### config.mk
export PLATFORM = sky130hd
export DESIGN_NAME = reg_file_rd
export DESIGN_NICKNAME = d
export VERILOG_FILES = /design/src/rtl/reg_file_rd.sv
export SDC_FILE = /design/constraint.sdc
export NUM_CORES = 2
export LEC_CHECK = 0
export BUFFER_PORTS_ARGS = -buffer_cell sky130_fd_sc_hd__buf_4
export CAP_MARGIN = 0
export CELL_PAD_IN_SITES_DETAIL_PLACEMENT = 0
export CELL_PAD_IN_SITES_GLOBAL_PLACEMENT = 1
export CORE_AREA = 2 2 347 486
export CTS_BUF_LIST = sky130_fd_sc_hd__clkbuf_8
export DETAILED_ROUTE_END_ITERATION = 16
export DIE_AREA = 0 0 349 488
export GPL_TIMING_DRIVEN = 0
export PLACE_DENSITY = 0.62
export SLEW_MARGIN = 20
export SYNTH_ARGS = -nofsm -noshare
export SYNTH_HDL_FRONTEND = slang
export SYNTH_SLANG_ARGS = --single-unit
### constraint.sdc
create_clock -name clk -period 5.9 [get_ports clk]
set_input_delay 0.885 -clock clk [delete_from_list [all_inputs] [get_ports clk]]
set_output_delay 0.885 -clock clk [all_outputs]
set_load 0.01 [all_outputs]
### src/rtl/reg_file_rd.sv
// reg_file_rd: 32x32 architectural register file with write-first bypass
// and a pending-write scoreboard that tells decode when to stall.
//
// Ports:
//   clk, rst_n                 clock, async active-low reset
//   wb_we, wb_rd, wb_data      write-back port from the write stage register
//   issue_en, issue_rd         decode issues a producer of issue_rd
//   flush                      clears every pending bit
//   rs1, rs2, rs1_used, ...    decode read indices and usage flags
//   rs1_data, rs2_data         combinational read data (bypassed)
//   rs1_busy, rs2_busy, stall  hazard outputs
//   pend_cnt                   number of set pending bits (registered)
module reg_file_rd #(
    parameter int XLEN = 32,
    parameter int NREG = 32,
    parameter int CNTW = 6
) (
    input  logic                    clk,
    input  logic                    rst_n,
    input  logic                    wb_we,
    input  logic [$clog2(NREG)-1:0] wb_rd,
    input  logic [XLEN-1:0]         wb_data,
    input  logic                    issue_en,
    input  logic [$clog2(NREG)-1:0] issue_rd,
    input  logic                    flush,
    input  logic [$clog2(NREG)-1:0] rs1,
    input  logic [$clog2(NREG)-1:0] rs2,
    input  logic                    rs1_used,
    input  logic                    rs2_used,
    output logic [XLEN-1:0]         rs1_data,
    output logic [XLEN-1:0]         rs2_data,
    output logic                    rs1_busy,
    output logic                    rs2_busy,
    output logic                    stall,
    output logic [CNTW-1:0]         pend_cnt
);

    logic [XLEN-1:0] regs [NREG];
    logic [NREG-1:0] pend;
    logic [NREG-1:0] pend_nxt;
    logic [CNTW-1:0] cnt;

    logic wb_v;
    logic is_v;
    logic inc;
    logic dec;
    logic hit1;
    logic hit2;

    // x0 is never a real destination on either port
    assign wb_v = wb_we && (wb_rd != '0);
    assign is_v = issue_en && (issue_rd != '0);

    // Issue is applied after the write-back clear so a newer producer
    // on the same index keeps the bit set.
    always_comb begin
        pend_nxt = pend;
        if (flush) begin
            pend_nxt = '0;
        end else begin
            if (wb_v) pend_nxt[wb_rd] = 1'b0;
            if (is_v) pend_nxt[issue_rd] = 1'b1;
        end
    end

    // Counter tracks transitions only; a same-index clear+set is net 0.
    assign inc = is_v && !pend[issue_rd];
    assign dec = wb_v && pend[wb_rd]
              && !(is_v && (issue_rd == wb_rd));

    always_ff @(posedge clk or negedge rst_n) begin
        if (!rst_n) begin
            for (int i = 0; i < NREG; i++) regs[i] <= '0;
        end else if (wb_v) begin
            regs[wb_rd] <= wb_data;
        end
    end

    always_ff @(posedge clk or negedge rst_n) begin
        if (!rst_n) begin
            pend <= '0;
            cnt  <= '0;
        end else begin
            pend <= pend_nxt;
            if (flush) cnt <= '0;
            else cnt <= cnt + CNTW'(inc) - CNTW'(dec);
        end
    end

    assign hit1 = wb_we && (wb_rd == rs1);
    assign hit2 = wb_we && (wb_rd == rs2);

    always_comb begin
        rs1_data = '0;
        rs2_data = '0;
        if (rs1 != '0) rs1_data = hit1 ? wb_data : regs[rs1];
        if (rs2 != '0) rs2_data = hit2 ? wb_data : regs[rs2];
    end

    // A write-back landing this cycle resolves the hazard immediately.
    assign rs1_busy = pend[rs1] && !hit1;
    assign rs2_busy = pend[rs2] && !hit2;
    assign stall    = (rs1_used && rs1_busy) || (rs2_used && rs2_busy);
    assign pend_cnt = cnt;

endmodule
==> reports/qor.yml <==
run_status: "complete, but fails checks"
violations_in_the_final_reports: "setup timing"
worst_hold_startpoint: "wb_data[2]"
first_global_vias: 44466
synth-edff-count: 0
leakagePower_uw: 0.0289
grt_antenna_before_repair: 30
layout-drive-gt1-share_pct: 40.3
path_clk_slew_ps: 70
start_kind: "input port"
placed_instances: 6350
timing.clock.skew_ps: 15.4
final-seq-area_um2: 26600
ys_types: 60
global_route.usage.total_pct: 37.1
post-place-ws_ps: 169
critical_path_class: "in -> out"
final_worst_hold_slack_ps: 210
dr.pass1.iters: 6
worstSkewPairLatency_ps: 940
mappedNetlistNets: 4087
fmax_mhz: 167
die-width_um: 349
cts.sink_count: 1062
cts_root_buffer: "sky130_fd_sc_hd__clkbuf_8"
layout.filler_cells: 15503
multi_input_area_um2: 29100
maxCapViolations: 0
powerDensity_nw_per_um2: 326
yosys.area.top_type_share_pct: 46.0
synthArstFlopShare_pct: 100
place.gp.congestion: 1.02
syn_avg_cell_area_um2: 14.4
fin_ws_ps: -91.8
first_iter_violations: 6501
cp.required_ps: 5020
timing.final.crit_share_pct: 102
io-pin-count: 132
relSlewSlack_pct: 10.7
critical_path.endpoint_type: "primary output"
core-area_um2: 166000
detail_route.wl_per_cell_um: 47.3
dr_total_vias: 45112
cts.path.max_buffers: 3
postSynthRegisterBits: 1062
detailed_place_hpwl_um: 213000
grt_start_max_net_pins: 140
die_y_um: 488
mapped_cells: 4021
final-setup-viol-count: 1
detail_route.vias_per_cell: 6.75
htree_levels: 4
syn2layout_area_growth_pct: 15.4
synthFlopType: "sky130_fd_sc_hd__dfrtp_1"
ys_seq_area_share_pct: 46.0
synthTopCellsByArea: "sky130_fd_sc_hd__dfrtp_1 46%, sky130_fd_sc_hd__mux4_2 19%, sky130_fd_sc_hd__mux2_2 11%"
first_pass_grt_wire_length_um: 416000
crit_fanout: 10
reg2reg_from: "pend[11]"
drt_drc_violations_left: 0
post_synth_instance_area_um2: 57700
cts-buffers-inserted: 175
route.final.wire_length_um: 316000
rsz0062_at_grt: "no"
min-delay-path-class: "in -> reg"
finalNetCount: 4448
vdd_drop_max_mv: 0.169
critical_path_arrival_ps: 5110
fin_cells: 6685
post-cts-setup-buffers: 0
tritoncts: "done"
final_slew_viol_count: 0
globalRoute.totalOverflow: 0
design.die.area_um2: 170000
drt.antenna.violating_nets: 0
fin_crit_ps: 5990
tightest_slew_ps: 1340
row_count: 177
worstSetupStartpoint: "rs1[1]"
hold_violations: 0
initial_core_util_pct: 34.8
synth_largest_area_cell: "sky130_fd_sc_hd__dfrtp_1"
io_buf_count: 124
synth_warnings: 0
[cells by family after synthesis]
logic type,Yosys count,synth area share [%]
XOR/XNOR,19,0.288
AND/OR/NAND/NOR,368,3.12
AO/OA/AOI/OAI,473,5.86
adder cells (fa/ha/maj),7,0.165
buffers and inverters,477,3.72
multiplexers,1615,40.8
flip-flops,1062,46.0
[layout by cell type, fill, tap and decap left out, drive strengths merged, types with 29 or more instances in the layout]
cell type,count
dfrtp,1062
mux2,1002
mux4,490
clkbuf,485
buf,386
a22oi,126
mux2i,123
nor2,99
o22ai,98
nand2,84
inv,72
a221oi,58
o21ai,58
nand3,41
a21oi,34
nor2b,30
nand2b,29
[final timing paths]
path	slack (ps)	depth (start not counted)	to
max in group asynchronous	3160	5	regs[212]
max reg2reg	2450	12	pend_cnt[5]
min reg2reg	480	1	regs[1013]
max	-90	11	rs1_data[12]
min in group asynchronous	510	2	pend[27]
min	210	2	regs[2]
[routing by layer]
| layer | vias up | wire length [um] | GRT usage, % |
|---|---|---|---|
| met2 | 3455 | 135000 | 53.5 |
| met1 | 24199 | 112000 | 44.0 |
| met3 | 1096 | 37100 | 13.7 |
| met5 | - | 212 | 0 |
| li1 | 16344 | - | - |
| met4 | 18 | 32700 | 30.8 |
[Yosys cell counts, types with 13 or more instances]
cell                       count
sky130_fd_sc_hd__a21oi_1      34
sky130_fd_sc_hd__a221oi_1     58
sky130_fd_sc_hd__a22oi_1     126
sky130_fd_sc_hd__a31oi_1      13
sky130_fd_sc_hd__and2_1       15
sky130_fd_sc_hd__buf_1        62
sky130_fd_sc_hd__buf_2       100
sky130_fd_sc_hd__buf_4        32
sky130_fd_sc_hd__buf_6        13
sky130_fd_sc_hd__clkbuf_1    254
sky130_fd_sc_hd__dfrtp_1    1062
sky130_fd_sc_hd__inv_1        15
sky130_fd_sc_hd__mux2_1      423
sky130_fd_sc_hd__mux2_2      579
sky130_fd_sc_hd__mux2i_1     123
sky130_fd_sc_hd__mux4_2      490
sky130_fd_sc_hd__nand2_1      84
sky130_fd_sc_hd__nand2b_1     29
sky130_fd_sc_hd__nand3_1      41
sky130_fd_sc_hd__nor2_1       99
sky130_fd_sc_hd__nor2b_1      30
sky130_fd_sc_hd__nor3_1       22
sky130_fd_sc_hd__o2111a_1     14
sky130_fd_sc_hd__o21ai_0      38
sky130_fd_sc_hd__o21ai_1      20
sky130_fd_sc_hd__o22ai_1      98
[repair_timing]
| item | in CTS | in global routing |
|---|---|---|
| hold buffers | 1 | 0 |
| gates resized for setup | 0 | 1 |
| endpoints found under the hold margin | 89 | 0 |
| endpoints found under the setup margin | 0 | 1 |
[flip-flops by register name, indices dropped and copies added, names as in the netlist]
register	flops
pend	32
pend_cnt	6
regs	1024
[critical path, cell delays in order]
cell	delay, ps
sky130_fd_sc_hd__buf_4	230
sky130_fd_sc_hd__buf_4	400
sky130_fd_sc_hd__buf_2	700
sky130_fd_sc_hd__nand2b_1	1010
sky130_fd_sc_hd__clkbuf_2	430
sky130_fd_sc_hd__buf_16	220
sky130_fd_sc_hd__o22ai_1	160
sky130_fd_sc_hd__nor2_1	160
sky130_fd_sc_hd__o22ai_1	120
sky130_fd_sc_hd__nor2_1	450
sky130_fd_sc_hd__buf_4	220
[per-stage QoR]
stage / total power [uW] / instance area (um^2) / utilization (%) / setup TNS (ps)
2_1_floorplan: 12600 / 57700 / - / 0
3_3_place_gp: 14500 / 61300 / 37.0 / -9892440
3_5_place_dp: 14700 / 62900 / 37.9 / 0
4_1_cts: 21500 / 66500 / 40.1 / 0
5_1_grt: 22400 / 66600 / 40.1 / 0
6_report: 21700 / 66600 / 40.2 / -91.8
[area by class of cell]
type / instances / area share [%]
inverters: 15 / 0.0845
clock inverters: 83 / 0.706
repair buffers: 185 / 3.42
clock buffers: 226 / 4.67
diodes: 23 / 0.0864
flip-flops and latches: 1062 / 39.9
well taps: 2148 / 4.03
multi-input cells: 2482 / 43.7
plain buffers: 461 / 3.40
[power breakdown]
group | internal (uW) | switching, uW
registers | 8640 | 1030
logic | 2590 | 2560
clock network | 3550 | 3380
total | 14800 | 6970
(Power assumes the default switching activity.)
